**config.mk**
```make
export PLATFORM = sky130hd
export DESIGN_NAME = vga_scanout_ctrl
export DESIGN_NICKNAME = d
export VERILOG_FILES = /design/src/rtl/vga_pkg.sv /design/src/rtl/vga_axis_counter.sv /design/src/rtl/vga_scanout_ctrl.sv
export SDC_FILE = /design/constraint.sdc
export NUM_CORES = 1
export LEC_CHECK = 0
export ABC_CLOCK_PERIOD_IN_PS = 3150
export CORE_MARGIN = 1
export CORE_UTILIZATION = 46
export DETAILED_ROUTE_END_ITERATION = 7
export GPL_TIMING_DRIVEN = 0
export PLACE_DENSITY = 0.74
export SLEW_MARGIN = 20
export SYNTH_ARGS = -nofsm -noshare
export SYNTH_HDL_FRONTEND = slang
export SYNTH_SLANG_ARGS = --single-unit
```
**constraint.sdc**
```tcl
create_clock -name _i_clk -period 3.15 [get_ports _i_clk]
set_input_delay 0.945 -clock _i_clk [delete_from_list [all_inputs] [get_ports _i_clk]]
set_output_delay 0.945 -clock _i_clk [all_outputs]
set_load 0.01 [all_outputs]
```
**src/rtl/vga_pkg.sv**
```systemverilog
// rtl/vga_pkg.sv - shared timing defaults, pixel type and derived-size helpers
package vga_pkg;

  localparam int   H_ACTIVE_DEF = 640;
  localparam int   H_FP_DEF     = 16;
  localparam int   H_SYNC_DEF   = 96;
  localparam int   H_BP_DEF     = 48;
  localparam int   V_ACTIVE_DEF = 480;
  localparam int   V_FP_DEF     = 10;
  localparam int   V_SYNC_DEF   = 2;
  localparam int   V_BP_DEF     = 33;
  localparam logic SYNC_POL_DEF = 1'b0;
  localparam int   ADDR_W_DEF   = 19;

  typedef logic [2:0] rgb_t;

  // Total length of one axis (line in cycles, or frame in lines).
  function automatic int axis_total(input int active, input int fp, input int sync, input int bp);
    return active + fp + sync + bp;
  endfunction

  // Number of addressable pixels in the visible frame.
  function automatic int frame_pixels(input int h_active, input int v_active);
    return h_active * v_active;
  endfunction

endpackage

```
**src/rtl/vga_axis_counter.sv**
```systemverilog
// rtl/vga_axis_counter.sv - one timing axis: position counter with active/sync decode
module vga_axis_counter
  import vga_pkg::*;
#(
  parameter int ACTIVE = H_ACTIVE_DEF,
  parameter int FP     = H_FP_DEF,
  parameter int SYNC   = H_SYNC_DEF,
  parameter int BP     = H_BP_DEF,
  parameter int CW     = $clog2(axis_total(ACTIVE, FP, SYNC, BP))
) (
  input  logic          clk,
  input  logic          rst_n,
  input  logic          en,
  output logic [CW-1:0] count,
  output logic          active,
  output logic          sync,
  output logic          wrap
);

  localparam int            TOTAL    = axis_total(ACTIVE, FP, SYNC, BP);
  localparam logic [CW-1:0] LAST     = CW'(TOTAL - 1);
  localparam logic [CW-1:0] ACT_END  = CW'(ACTIVE);
  localparam logic [CW-1:0] SYNC_BEG = CW'(ACTIVE + FP);
  localparam logic [CW-1:0] SYNC_END = CW'(ACTIVE + FP + SYNC);

  logic [CW-1:0] count_q, count_d;

  // Advance when enabled, returning to zero after the last position of the axis.
  always_comb begin
    count_d = count_q;
    if (en) begin
      count_d = (count_q == LAST) ? '0 : count_q + CW'(1);
    end
  end

  // Position register; reset restarts the axis at zero.
  always_ff @(posedge clk or negedge rst_n) begin
    if (!rst_n) begin
      count_q <= '0;
    end else begin
      count_q <= count_d;
    end
  end

  assign count  = count_q;
  assign active = (count_q < ACT_END);
  assign sync   = (count_q >= SYNC_BEG) && (count_q < SYNC_END);
  assign wrap   = en && (count_q == LAST);

endmodule

```
**src/rtl/vga_scanout_ctrl.sv**
```systemverilog
// rtl/vga_scanout_ctrl.sv - VGA timing, framebuffer scanout and writer arbitration
module vga_scanout_ctrl
  import vga_pkg::*;
#(
  parameter int   H_ACTIVE = H_ACTIVE_DEF,
  parameter int   H_FP     = H_FP_DEF,
  parameter int   H_SYNC   = H_SYNC_DEF,
  parameter int   H_BP     = H_BP_DEF,
  parameter int   V_ACTIVE = V_ACTIVE_DEF,
  parameter int   V_FP     = V_FP_DEF,
  parameter int   V_SYNC   = V_SYNC_DEF,
  parameter int   V_BP     = V_BP_DEF,
  parameter logic SYNC_POL = SYNC_POL_DEF,
  parameter int   ADDR_W   = ADDR_W_DEF
) (
  input  logic              _i_clk,
  input  logic              _i_rst_n,
  input  logic              _i_wr_valid,
  input  logic [ADDR_W-1:0] _i_wr_addr,
  input  logic [2:0]        _i_wr_data,
  output logic              _o_wr_ready,
  output logic [ADDR_W-1:0] _o_mem_addr,
  output logic              _o_mem_we,
  output logic [2:0]        _o_mem_wdata,
  input  logic [2:0]        _i_mem_rdata,
  output logic [4:0]        _o_vga
);

  localparam int HCW = $clog2(axis_total(H_ACTIVE, H_FP, H_SYNC, H_BP));
  localparam int VCW = $clog2(axis_total(V_ACTIVE, V_FP, V_SYNC, V_BP));
  localparam logic [ADDR_W:0] FRAME_PIX = (ADDR_W + 1)'(frame_pixels(H_ACTIVE, V_ACTIVE));

  logic [HCW-1:0] hcnt;
  logic [VCW-1:0] vcnt;
  logic           h_act, h_sync, h_wrap;
  logic           v_act, v_sync, v_wrap;
  logic           unused_v_wrap;

  vga_axis_counter #(
    .ACTIVE(H_ACTIVE), .FP(H_FP), .SYNC(H_SYNC), .BP(H_BP), .CW(HCW)
  ) u_h_axis (
    .clk(_i_clk), .rst_n(_i_rst_n), .en(1'b1),
    .count(hcnt), .active(h_act), .sync(h_sync), .wrap(h_wrap)
  );

  vga_axis_counter #(
    .ACTIVE(V_ACTIVE), .FP(V_FP), .SYNC(V_SYNC), .BP(V_BP), .CW(VCW)
  ) u_v_axis (
    .clk(_i_clk), .rst_n(_i_rst_n), .en(h_wrap),
    .count(vcnt), .active(v_act), .sync(v_sync), .wrap(v_wrap)
  );

  assign unused_v_wrap = v_wrap;

  logic              scan, frame_start, wr_in_range;
  logic [ADDR_W-1:0] scan_addr;
  logic [ADDR_W-1:0] ptr_q, ptr_d;
  logic              hs1_q, hs1_d, vs1_q, vs1_d, act1_q, act1_d;
  logic [4:0]        vga_q, vga_d;
  rgb_t              pix;

  // Scan pointer: forced to zero at the first pixel of a frame so the wrap cycle
  // itself reads address 0, then steps once per scan slot.
  always_comb begin
    scan        = h_act && v_act;
    frame_start = (hcnt == '0) && (vcnt == '0);
    scan_addr   = frame_start ? '0 : ptr_q;
    ptr_d       = scan ? scan_addr + ADDR_W'(1) : ptr_q;
  end

  // RAM port mux: scanout owns the port in scan slots, the writer gets every other slot.
  always_comb begin
    wr_in_range  = ({1'b0, _i_wr_addr} < FRAME_PIX);
    _o_wr_ready  = _i_rst_n && !scan;
    _o_mem_addr  = scan ? scan_addr : _i_wr_addr;
    _o_mem_we    = _o_wr_ready && _i_wr_valid && wr_in_range;
    _o_mem_wdata = _i_wr_data;
  end

  // Two-stage delay: stage 1 aligns flags with returning read data, stage 2 is the output.
  always_comb begin
    hs1_d  = h_sync ? SYNC_POL : ~SYNC_POL;
    vs1_d  = v_sync ? SYNC_POL : ~SYNC_POL;
    act1_d = scan;
    pix    = act1_q ? rgb_t'(_i_mem_rdata) : rgb_t'(3'b000);
    vga_d  = {hs1_q, vs1_q, pix};
  end

  // Pointer and delay-pipe registers; reset leaves syncs inactive and colour black.
  always_ff @(posedge _i_clk or negedge _i_rst_n) begin
    if (!_i_rst_n) begin
      ptr_q  <= '0;
      hs1_q  <= ~SYNC_POL;
      vs1_q  <= ~SYNC_POL;
      act1_q <= 1'b0;
      vga_q  <= {~SYNC_POL, ~SYNC_POL, 3'b000};
    end else begin
      ptr_q  <= ptr_d;
      hs1_q  <= hs1_d;
      vs1_q  <= vs1_d;
      act1_q <= act1_d;
      vga_q  <= vga_d;
    end
  end

  assign _o_vga = vga_q;

endmodule

```
== Word level (Yosys, flattened, before mapping) ==
Index checks and enable logic that the tools add are counted.
Widths: inputs -> output; s select.

* Add/subtract/negate cells: 3
* Magnitude comparators: 7
* Equal/unequal tests: 2
* Multiplexer cells: 7
* Reductions and logical operators: 10

{| class="wikitable"
|+ Operators by type and width
! operator !! number
|-
| $mux 19 || 2
|-
| $add 10x1->10 const B || 2
|-
| $eq 10x10->1 const B || 2
|-
| $logic_not 10->1 || 2
|-
| $lt 10x10->1 const B || 2
|-
| $lt 10x9->1 const B || 2
|-
| $mux 10 || 2
|-
| $add 19x1->19 const B || 1
|-
| $lt 19x19->1 const B || 1
|-
| $ge 10x10->1 const B || 1
|-
| $ge 10x9->1 const B || 1
|-
| $logic_and 1x1->1 || 7
|-
| $mux 3 || 1
|-
| $mux 1 || 2
|-
| $logic_not 1->1 || 1
|}

* Register bits: 47
* Bits of input ports: 28
* Output and inout bits: 29
* Word-level logic and storage cells: 36

== Depth between registers and ports, before layout ==
* Depth in word-level cells: 6
* Mapped depth: 13

== By module ==
Synthesis repeated with hierarchy kept, for this count alone.

* Cell total of the unflattened synthesis: 329
* Area, all modules: 2862.7 µm²

{| class="wikitable"
|+ By module, submodules not included
! module !! times used !! cells each !! area an instance (µm²)
|-
| vga_scanout_ctrl || 1 || 209 || 1717.9
|-
| vga_axis_counter at u_v_axis || 1 || 60 || 580.6
|-
| vga_axis_counter at u_h_axis || 1 || 60 || 564.3
|}

== Least setup slack after synthesis ==
No wires, ideal clock.

* Path kind: register -> output
* Start point: register u_v_axis.count_q[0] (netlist: u_v_axis.count[0])
* End point: output port _o_mem_addr[10]
* Data arrival time: 1.929 ns
* Setup slack: 0.276 ns
* Stages on the path, launching flop included: 8
* Buffers on the path: 1
* Cells stage by stage: dfrtp_1 inv_1 ha_1 nor4b_1 nand4_1 nor2_2 clkbuf_2 o21ai_0

* Word-level cells in the longest chain between the ends: 4

{| class="wikitable"
|+ Ends and longest elaborated chain
! item !! line !! text
|-
| start: declaration || vga_axis_counter.sv:26 || <nowiki>logic [CW-1:0] count_q, count_d;</nowiki>
|-
| start signal: assignment || vga_axis_counter.sv:41 || <nowiki>count_q <= count_d;</nowiki>
|-
| parallel branches: the longest is 3 deep, another holds $lt 10x9->1 || -- ||
|-
| $mux 19 * || vga_scanout_ctrl.sv:75 || <nowiki>_o_mem_addr = scan ? scan_addr : _i_wr_addr;</nowiki>
|-
| end: declaration || vga_scanout_ctrl.sv:22 || <nowiki>output logic [ADDR_W-1:0] _o_mem_addr,</nowiki>
|}

Mark *: on every way between the ends.

== Worst setup path in the final report ==
* Start point: register u_v_axis.count_q[0] (netlist: u_v_axis.count[0])
* End point: output port _o_mem_addr[14]

The elaborated chain is that of the path after synthesis.

==> results.txt <==
* Outcome: completed
- Power comes to 0.00111 W.
* Hold depth: 0
- Level count of the clock H-tree: 2
- In this run, distinct cell masters in the synthesized netlist total 42.
* Global placement routability congestion: 0.910
- Setup violations remaining at the end of the flow were counted as 0.
- Post-synthesis to final-layout area growth: 34.0%
- Proportion of netlist area held by the largest area contributor: 0.414
- IO Count: 57
- Measured against its own limit, the worst slew margin works out to 0.658.
- Signal routing reaches up to met4.
* Longest individual stage delay on the worst path: 0.41 ns
* Post-route worst hold slack: 0.351 ns
- Dividing the detail-routed wire length by the instance count gives 14.4 um.
- Met2 Routed Length: 3230 um
- Post-synthesis instance total: 297
- Number of clock buffers inserted by TritonCTS: 5
- Die outline width: 77.2 um
- The worst hold path begins at hs1_q$_DFF_PN1_.
* Critical path peak fanout: 10
* Fin nets: 406
* Total GRT Usage: 0.231
* P per Cell Area: 318 mW/mm^2
* Routed length on met1: 2840 um
- After clock tree synthesis, the clock-pin slew on the worst setup and hold paths is 0.09 ns.
- WP data required: 2.20 ns
- The repair_antennas step left the layout with diodes totalling 0.
- Synthesized net count: 330
* 1st-pass router iterations: 4
* Class of the most critical hold timing path: reg2reg
- Max-cap viol count: 0
- Fraction of layout cells with a size suffix above 1: 0.209
- Crit path kind: reg2out
* Via count of the routed design: 2,452
- Remaining global-route overflow: 0
- Post-route fraction of the period consumed by the critical path: 0.978
- Terminating pin of the worst hold path: _o_vga[4]$_DFF_PN1_
* Depth of the worst register-to-register path: 14
* Iteration-0 DRC Markers: 156
* Core Region: 0.00547 mm^2
- Remaining antenna violation count: 0
* Critical path endpoint category: output pin
- TritonCTS built the clock tree.
- Arrival time of the worst setup path: 2.13 ns
* Utilization of the core after routing: 0.636
- By area the synthesized netlist is led by dfrtp_1 41%, nand2_1 7.8%, o21ai_0 5.8%.
- Final Hold Viols: 0
- Highest-delay cell along the critical path: dfrtp_1
- Fmax: 0.325 GHz
* Final critical delay including setup and external delays: 3.08 ns
- Crit Reg-Reg Startpoint: u_h_axis.count[0]$_DFF_PN0_
- For this run, the number of Yosys warnings is 0.
- Wire length of the first global-routing pass: 11,000 um
- Register-to-register setup slack: 0.21 ns
* Final-layout fill cell count: 478
- Setup repair after global routing could not meet its margin everywhere.
* Summed area of non-filler cells in the final layout: 0.00348 mm^2
- The max-slew violation total from the final report was 0.
* WL final: 6440 um
* Row cnt: 27
- Port bufs: 53
* Synthesized area per cell: 8.75 um^2
- Starting density of the core: 0.475
- Num Clock Sinks: 47
- Detailed-routed wire length on met3: 313 um
- In the routed layout, each cell is associated on average with a via count of 5.50.
* Static Leak: 1.48 nW
* Worst ir drop on vdd: 242 uV
- The die is 77.2 um tall.
- Critical R2R Capture: ptr_q[12]$_DFFE_PN0P_
- The number of antenna violations at the first check in global routing came to 0.
* Number of buffers inserted by hold repair at cts: 0
- Area of the die: 0.00596 mm^2
- Placed Instance Area: 0.00324 mm^2
- Maximum buffer depth of the clock tree: 2
* Most area-hungry cell type in the Yosys netlist: dfrtp_1
- Skew final: 0.00682 ns
* Slew at the pin closest to its max-slew limit: 0.514 ns
* Critical Path, Cell by Cell: inv_2 -> ha_2 -> nor4b_4 -> nand4_1 -> nor2_4 -> buf_6 -> buf_8 -> a21oi_1 -> clkdlybuf4s15_1
* Worst-Skew Late Latency: 0.30 ns
- Vias in the first global route: 2,391
* Sequential share of the synthesized area: 0.454
* Register bit count reported by yosys: 47
- Entering global routing, the biggest net connects 27 pins.
- DP Wirelength: 4390 um
- The cell sitting at the root of the clock tree is a clkbuf_8.
- Cell area after technology mapping: 0.00260 mm^2
- For this run, design rule violations remaining after detail routing come to 0.
- Type of element launching the critical path: flop
-- final cells by class --
class | count | area, um^2 | share of cell area
plain buffers | 13 | 110 | 0.0316
clock buffers | 5 | 68.8 | 0.0198
clock inverters | 3 | 43.8 | 0.0126
inverters | 9 | 33.8 | 0.00970
multi-input cells | 227 | 1350 | 0.388
flip-flops and latches | 47 | 1180 | 0.340
well taps | 72 | 90.1 | 0.0259
repair buffers | 70 | 602 | 0.173
-- cell families after synthesis --
logic type	Yosys count	synth area share
flip-flops	47	0.454
AO/OA/AOI/OAI	70	0.155
adder cells (fa/ha/maj)	5	0.0241
buffers and inverters	23	0.0428
XOR/XNOR	13	0.0438
AND/OR/NAND/NOR	139	0.280
-- power breakdown --
part | leakage, nW | internal, W | switching [W] | total, W
combinational | 0.823 | 0.0000386 | 0.0000215 | 0.0000601
clock | 0.0581 | 0.000236 | 0.000205 | 0.000442
sequential | 0.597 | 0.000605 | 0.000000391 | 0.000605
-- state kept, by name, summed over array words and instances (netlist names) --
| register | cells |
|---|---|
| _o_vga | 5 |
| act1_q | 1 |
| hs1_q | 1 |
| ptr_q | 19 |
| u_h_axis.count | 10 |
| u_v_axis.count | 10 |
| vs1_q | 1 |
-- how the worst max path moves through the flow --
stage / startpoint / endpoint / slack [ns]
CTS: u_v_axis.count[0]$_DFFE_PN0N_ / _o_mem_addr[10] / 0.0003
finish: u_v_axis.count[0]$_DFFE_PN0N_ / _o_mem_addr[14] / 0.07
floorplan: u_v_axis.count[0]$_DFFE_PN0N_ / _o_mem_addr[10] / 0.28
detailed placement: u_v_axis.count[0]$_DFFE_PN0N_ / _o_mem_addr[15] / -0.65
global placement: _i_rst_n / _o_mem_we / -1.73
global route: u_h_axis.count[7]$_DFF_PN0_ / _o_mem_addr[14] / -0.04
-- cell usage after synthesis --
master     n
or3_1      8
a31oi_1    2
and2_1     5
buf_6      1
ha_1       5
nor3b_1    1
nand3b_1   1
clkbuf_1   5
nand4b_1   1
dfstp_2    4
o221ai_1   1
nor2_2     1
nor4b_1    1
buf_4      3
o211ai_1   4
or4_4      2
o31ai_1   10
o21ai_0   30
and3_1     6
nand4_1    6
nand3_1   18
clkbuf_2   1
nor4bb_1   1
nor4_1     2
and4_4     1
or4_1      6
dfrtp_1   43
nand2b_1   1
nor3_1     1
xnor2_1    7
nor2b_1    2
and4b_1    1
buf_2      4
and4_1     6
o21ba_2    1
xor2_1     6
a21oi_2    1
inv_1      9
a21oi_1   20
o21a_1     1
nand2_1   54
nor2_1    14
-- layout by cell type (no fill, tap or decap), types with 10 or more instances in the layout --
master and n:
o31ai_1 10, clkdlybuf4s50_1 31, nand2_1 54, nor2_1 14, a21oi_1 20, buf_4 16
o21ai_0 29, nand3_1 18, dfrtp_1 40, clkbuf_2 21
-- stage by stage --
step	setup slack (ns)	cells	setup TNS, ns
4_1_cts	0.000266	446	0
6_report	0.0705	446	0
2_1_floorplan	0.276	297	0
3_5_place_dp	-0.649	423	-12.81
5_1_grt	-0.0439	446	-0.0533
3_3_place_gp	-1.73	422	-23.29
-- metal layers --
| layer | GRT usage | up-vias |
|---|---|---|
| li1 | - | 1211 |
| met1 | 0.283 | 1163 |
| met2 | 0.412 | 73 |
| met3 | 0.0440 | 5 |
| met4 | 0.0566 | 0 |
| met5 | 0 | - |
-- critical path, delay by kind of cell (launching register included) --
kind / cells / cell delay, ns
AOI/OAI and AO/OA: 1 / 0.05
DFF: 1 / 0.41
adders and majority gates: 1 / 0.17
and+or+nand+nor: 3 / 0.65
buffers and inverters: 4 / 0.55
-- timing repair --
| action | 4_1_cts | 5_1_grt |
|---|---|---|
| endpoints found under the setup margin | 28 | 21 |
| pin swaps | 3 | 2 |
| gates resized for setup | 54 | 36 |
| gates cloned | 0 | 0 |
| endpoints found under the hold margin | 0 | 0 |
| buffers inserted | 16 | 0 |
Power figures use the tool's default switching activity.
